==> src/rtl/booth_mul_radix4_seq_pkg.sv <==
// Shared types for the radix-4 Booth sequencer: FSM states, Booth select codes and window decode.
// Pure declarations; no latency or flow control of its own.
package booth_mul_radix4_seq_pkg;

  typedef enum logic [1:0] {
    IDLE = 2'b00,
    EXEC = 2'b01,
    DONE = 2'b10
  } state_t;

  typedef enum logic [2:0] {
    SEL_ZERO = 3'd0,
    SEL_P1   = 3'd1,
    SEL_P2   = 3'd2,
    SEL_N1   = 3'd3,
    SEL_N2   = 3'd4
  } sel_t;

  // Window is {q[1], q[0], q[-1]}.
  function automatic sel_t booth_sel(input logic [2:0] win);
    case (win)
      3'b001, 3'b010: return SEL_P1;
      3'b011:         return SEL_P2;
      3'b100:         return SEL_N2;
      3'b101, 3'b110: return SEL_N1;
      default:        return SEL_ZERO;
    endcase
  endfunction

endpackage

==> src/rtl/booth_step_r4.sv <==
// One radix-4 Booth step: add 0/+-M/+-2M to acc, then shift {acc, q, q[-1]} right by 2 arithmetically.
// Purely combinational (zero latency); no handshake, the sequencer owns all state.
module booth_step_r4
  import booth_mul_radix4_seq_pkg::*;
#(
  parameter int WIDTH = 64
) (
  input  logic [WIDTH+2:0] acc_in,
  input  logic [WIDTH+1:0] q_in,
  input  logic [2:0]       window,
  input  logic [WIDTH+1:0] m_ext,
  output logic [WIDTH+2:0] acc_out,
  output logic [WIDTH+1:0] q_out,
  output logic             q_m1_out
);

  localparam int AW = WIDTH + 3;
  localparam int CW = 2*WIDTH + 6;

  sel_t          sel;
  logic [AW-1:0] m_acc;
  logic [AW-1:0] addend;
  logic [AW-1:0] sum;
  logic [CW-1:0] chain;
  logic [CW-1:0] shifted;

  always_comb begin
    sel    = booth_sel(window);
    m_acc  = {m_ext[WIDTH+1], m_ext};
    addend = '0;
    case (sel)
      SEL_P1:  addend = m_acc;
      SEL_P2:  addend = m_acc << 1;
      SEL_N1:  addend = -m_acc;
      SEL_N2:  addend = -(m_acc << 1);
      default: addend = '0;
    endcase
    sum     = acc_in + addend;
    // The incoming q[-1] rides along so the shift drops exactly the two consumed multiplier bits.
    chain   = {sum, q_in, window[0]};
    shifted = $signed(chain) >>> 2;
  end

  assign acc_out  = shifted[CW-1:WIDTH+3];
  assign q_out    = shifted[WIDTH+2:1];
  assign q_m1_out = shifted[0];

endmodule

==> src/rtl/booth_mul_radix4_seq.sv <==
// Iterative radix-4 Booth multiplier, signed/unsigned; op_done rises WIDTH/2+1 cycles after op_start is taken.
// No backpressure: op_start is only honoured in IDLE, and the result is held until op_clear.
module booth_mul_radix4_seq
  import booth_mul_radix4_seq_pkg::*;
#(
  parameter int WIDTH = 64
) (
  input  logic               clk,
  input  logic               reset_n,
  input  logic               op_start,
  input  logic               op_clear,
  input  logic               signed_mode,
  input  logic [WIDTH-1:0]   multiplicand,
  input  logic [WIDTH-1:0]   multiplier,
  output logic [2*WIDTH-1:0] result,
  output logic               op_done,
  output logic               busy
);

  localparam int N_STEPS = WIDTH/2 + 1;
  localparam int CNT_W   = $clog2(WIDTH/2 + 1);

  if ((WIDTH < 4) || ((WIDTH % 2) != 0)) begin : g_bad_width
    $error("booth_mul_radix4_seq: WIDTH must be even and >= 4");
  end

  state_t           state;
  logic [WIDTH+2:0] acc;
  logic [WIDTH+1:0] q;
  logic             q_m1;
  logic [WIDTH+1:0] m_ext;
  logic [CNT_W-1:0] cnt;

  logic [WIDTH+2:0] acc_nxt;
  logic [WIDTH+1:0] q_nxt;
  logic             q_m1_nxt;

  booth_step_r4 #(
    .WIDTH (WIDTH)
  ) u_step (
    .acc_in   (acc),
    .q_in     (q),
    .window   ({q[1:0], q_m1}),
    .m_ext    (m_ext),
    .acc_out  (acc_nxt),
    .q_out    (q_nxt),
    .q_m1_out (q_m1_nxt)
  );

  always_ff @(posedge clk or negedge reset_n) begin
    if (!reset_n) begin
      state   <= IDLE;
      acc     <= '0;
      q       <= '0;
      q_m1    <= 1'b0;
      m_ext   <= '0;
      cnt     <= '0;
      result  <= '0;
      op_done <= 1'b0;
      busy    <= 1'b0;
    end else begin
      case (state)
        IDLE: begin
          if (!op_clear && op_start) begin
            // Two extension bits so the extra step consumes them and unsigned all-ones stays positive.
            m_ext <= signed_mode ? {{2{multiplicand[WIDTH-1]}}, multiplicand}
                                 : {2'b00, multiplicand};
            q     <= signed_mode ? {{2{multiplier[WIDTH-1]}}, multiplier}
                                 : {2'b00, multiplier};
            acc   <= '0;
            q_m1  <= 1'b0;
            cnt   <= '0;
            busy  <= 1'b1;
            state <= EXEC;
          end
        end
        EXEC: begin
          if (op_clear) begin
            state   <= IDLE;
            busy    <= 1'b0;
            result  <= '0;
            op_done <= 1'b0;
          end else begin
            acc  <= acc_nxt;
            q    <= q_nxt;
            q_m1 <= q_m1_nxt;
            cnt  <= cnt + CNT_W'(1);
            if (cnt == CNT_W'(N_STEPS - 1)) begin
              state   <= DONE;
              busy    <= 1'b0;
              op_done <= 1'b1;
              result  <= {acc_nxt[WIDTH-3:0], q_nxt};
            end
          end
        end
        DONE: begin
          if (op_clear) begin
            state   <= IDLE;
            result  <= '0;
            op_done <= 1'b0;
          end
        end
        default: begin
          state <= IDLE;
          busy  <= 1'b0;
        end
      endcase
    end
  end

endmodule

==> config.mk <==
export PLATFORM = sky130hd
export DESIGN_NAME = booth_mul_radix4_seq
export DESIGN_NICKNAME = d
export VERILOG_FILES = /design/src/rtl/booth_mul_radix4_seq_pkg.sv /design/src/rtl/booth_step_r4.sv /design/src/rtl/booth_mul_radix4_seq.sv
export SDC_FILE = /design/constraint.sdc
export NUM_CORES = 1
export LEC_CHECK = 0
export BUFFER_PORTS_ARGS = -buffer_cell sky130_fd_sc_hd__buf_2
export CORE_AREA = 2 2 204 206
export CTS_CLUSTER_DIAMETER = 80
export DETAILED_ROUTE_END_ITERATION = 16
export DIE_AREA = 0 0 206 208
export GPL_TIMING_DRIVEN = 0
export PLACE_DENSITY = 0.82
export SYNTH_ARGS = -nofsm -noshare
export SYNTH_HDL_FRONTEND = slang
export SYNTH_HIERARCHICAL = 1
export SYNTH_SLANG_ARGS = --single-unit
==> constraint.sdc <==
create_clock -name clk -period 6.05 [get_ports clk]
set_input_delay 0.605 -clock clk [delete_from_list [all_inputs] [get_ports clk]]
set_output_delay 0.605 -clock clk [all_outputs]
set_load 0.03 [all_outputs]
==> flow_summary.rst <==
.. list-table::
   :header-rows: 1

   * - Metric
     - Value
   * - Cells after Synth
     - ~2700
   * - Reported net switching power
     - ~6.3 mW
   * - Post-route insts no fill
     - approximately 3600
   * - Vias in the first global route
     - 23190
   * - Total global-route track usage
     - 39.39%
   * - Nets@finish
     - 3260
   * - Aggregate routed wire length
     - 85480 um
   * - Die Span X
     - 206 um
   * - Core Footprint
     - 40550 um^2
   * - Final instance area
     - 28270 um^2
   * - Number of flops mapped to enable cells by yosys
     - 0
   * - Total Negative Setup Slacks
     - 0 ns
   * - Slew Limit Fails
     - 0
   * - Latest clock arrival within the worst-skew pair
     - 0.57 ns
   * - Mean routed wirelength per cell
     - 23.63 um
   * - PortBufs
     - 261
   * - Number of top-level pins
     - 263
   * - Final Core Density
     - 69.70%
   * - Critical Path RT
     - 6.53 ns
   * - Nature of the critical path endpoint
     - register
   * - HPWL after detailed placement
     - 62300 um
   * - Max IR drop VDD
     - approximately 0.29 mV
   * - Reg-to-Reg Start
     - q_m1
   * - Number of CTS-inserted buffers
     - 39
   * - TritonCTS sink count
     - 337
   * - Cell-internal power
     - 6.886 mW
   * - Proportion of power drawn by flip-flops and latches
     - 23.9%
   * - Worst R2R Setup Slack
     - about 0.032 ns
   * - Largest fanout on the critical path
     - 10
   * - Share of total power in combinational logic
     - 58.3%
   * - Total global routing overflow
     - 0
   * - Pin count of the biggest net entering global routing
     - 113
   * - Worst-case clock skew
     - 0.02219 ns
   * - Number of setup violations in the final report
     - 0
   * - Fraction of registers with async set/reset
     - 100.0%
   * - Switching share of power
     - 47.61%
   * - Post-Route Hold Slack
     - -0.01811 ns
   * - Arr. time, crit path
     - 6.50 ns
   * - Die area
     - 42850 um^2
   * - Class of the most critical hold timing path
     - in -> async
   * - Syn Area/Cell
     - ~9 um^2
   * - Standard cell area after detailed placement
     - 26230 um^2
   * - WS Path Type
     - reg -> reg
   * - Via density per instance
     - 6.486
   * - Post-route minimum period
     - 6.018 ns
   * - Power per cell area
     - 465.0 nW/um^2
   * - Filler cell count
     - approximately 3200
   * - Setup Slack @ Placement
     - -1.143 ns
   * - Vert. Die Dim
     - 208 um
   * - Cell type with the highest aggregate area in the netlist
     - dfrtp_1
   * - Antenna violations before repair
     - 3
   * - Setup slack of the critical path after layout
     - 0.03159 ns
   * - Measured slew at the worst slew-check pin
     - 1.361 ns
   * - Number of placement rows
     - 74
   * - Final weighted congestion of routability-driven global placement
     - between 0.9 and 1
   * - Prevailing post-synth register cell
     - dfrtp_1
   * - Cell variety after synth
     - 77
   * - Footprint of the multi-input gates
     - around 14000 um^2
   * - Antenna-violating nets left
     - 0
   * - Seq cells post-synth
     - approximately 340
   * - Maximum level of the CTS H-tree
     - 2
   * - Cell Area, Synth
     - about 24000 um^2
   * - Initial core utilization
     - 59.60%
   * - Deepest clock path buffer count
     - 3
   * - Leading cell types in the layout, fill and taps excluded
     - dfrtp_1, nand2_1, buf_2
   * - Critical Path Source Type
     - register
   * - Worst reg-to-reg path cell count
     - 16
   * - Post-Place Cells
     - 3533
   * - Via Count
     - 23460
   * - Area taken by flip-flops and latches
     - 8442 um^2
   * - Crit Reg-Reg Endpoint
     - result[98]
   * - Most common cell after layout, fill and taps aside
     - dfrtp_1
   * - Hold Violations, Final
     - 4
   * - Net count after synthesis
     - 2940
   * - Number of detailed-route iterations in the first pass
     - 8
   * - Clock tree from TritonCTS
     - yes
   * - Clock transition at path regs
     - 0.07 ns
   * - Fraction of layout instances using a drive strength above 1
     - 27.11%
   * - Relative slew slack
     - 9.045%
   * - Overall power
     - 13.14 mW
   * - Clock root cell
     - clkbuf_16
   * - Final critical-path share of the clock period
     - around 99%
   * - Part of the Yosys area used for sequential elements
     - 34.89%
   * - DRC Markers
     - 0
   * - Clock power share
     - 17.8%
   * - Run status
     - complete, but fails checks
   * - Fraction of post-synthesis cell area in the top cell type by area
     - a little over a third
   * - Reported leakage power
     - 13.61 nW
   * - # hold bufs at CTS
     - 0
   * - Syn. warnings
     - 6
   * - Dominant cells by area after synthesis
     - dfrtp_1, mux2_2, o211ai_2, nand2_1, o211ai_1
   * - Area growth, synth to finish
     - 16.95%
   * - First-pass GRT wire length
     - between 100000 and 150000 um
   * - Maxcap violations
     - 0
   * - Maximum clock frequency
     - 166.2 MHz
   * - Violated checks
     - hold timing
   * - Number of DRC markers in iteration 0
     - around 2300
   * - Unrepaired setup endpoints after global routing
     - true
## metal layers
| metal | share of wire, % | up-vias | track usage [%] | wire (um) |
|---|---|---|---|---|
| li1 | - | 10470 | - | - |
| met1 | 41 | 11580 | 51.85 | 34640 |
| met2 | 45 | 1171 | 62.12 | 38890 |
| met3 | 8.1 | 244 | 7.033 | 6939 |
| met4 | 5.9 | 2 | 20.05 | 5002 |
| met5 | 0.0082 | - | 0 | 7 |
## critical path, stage by stage, from the launching register on
cell and delay (ns):
dfrtp_1 0.50, buf_1 0.59, nand2_1 0.55, nor2_1 0.74, o21ai_0 0.20, o21a_1 0.19, fa_1 0.44, nor2b_1 0.19
o211ai_1 0.21, a211oi_1 0.70, nor2_1 0.24, o21ai_0 0.51, a21oi_1 0.19, o21ai_0 0.22, xnor2_1 0.17, inv_1 0.09
o211ai_2 0.17
## flip-flops by register name, summed over array words and instances, names as in the netlist
register and count:
acc 67, busy 1, cnt 6, m_ext 65, op_done 1, q 66
q_m1 1, result 128, state 2
## area by class of cell
| type | count | share of cell area, % |
|---|---|---|
| Multi-Input combinational cell | 1945 | 50.17 |
| Buffer | 279 | 5.365 |
| Sequential cell | 337 | 29.87 |
| Clock inverter | 11 | 0.3763 |
| Clock buffer | 57 | 4.046 |
| Timing Repair Buffer | 289 | 5.613 |
| Tap cell | 532 | 2.355 |
| Inverter | 166 | 2.204 |
| Antenna cell | 1 | 0.008853 |
## what timing repair did
action / 4_1_cts / 5_1_grt
buffers inserted: 9 / 16
gates resized for setup: 52 / 99
endpoints found under the setup margin: 78 / 72
pin swaps: 6 / 33
## synth_stat cells (69+ instances only)
master    number
dfrtp_1      337
xnor2_1       90
ha_1          69
a21oi_1      122
nand2_1      329
o21ai_0      112
nand3_1      157
mux2_2       132
clkbuf_1     142
nor2_1       107
inv_1        166
o211ai_2     109
buf_4         73
o211ai_1     157
## cell families (layout without fill, tap and decap cells)
group / after synthesis / in the layout / share of synthesized area [%]
AO/OA/AOI/OAI: 802 / 802 / 25.37
XOR/XNOR: 150 / 150 / 5.436
adder cells (fa/ha/maj): 70 / 70 / 3.655
buffers and inverters: 455 / 802 / 8.914
flip-flops: 337 / 337 / 34.89
multiplexers: 144 / 144 / 6.647
other: 0 / 1 / 0
AND/OR/NAND/NOR: 779 / 779 / 15.09
## how the worst max path moves through the flow
stage                   start          to  slack (ns)
floorplan           m_ext[12]     acc[65]        0.49
finish                   q_m1  result[98]        0.03
CTS                 m_ext[21]     acc[66]       -0.01
global route        m_ext[12]     acc[66]       -0.06
detailed placement   m_ext[1]     acc[66]       -1.14
global placement      reset_n       q[32]       -2.03
## power groups by stage
| stage | Combinational [mW] | Clock, mW | Sequential (mW) |
|---|---|---|---|
| 4_1_cts | 7.17 | 2.35 | 3.12 |
| 6_report | 7.66 | 2.34 | 3.14 |
| 5_1_grt | 8.26 | 2.44 | 3.19 |
| 2_1_floorplan | 5.15 | 0 | 3.01 |
| 3_5_place_dp | 6.97 | 0 | 3.14 |
| 3_3_place_gp | 6.84 | 0 | 3.13 |
Power figures use the tool's default switching activity.
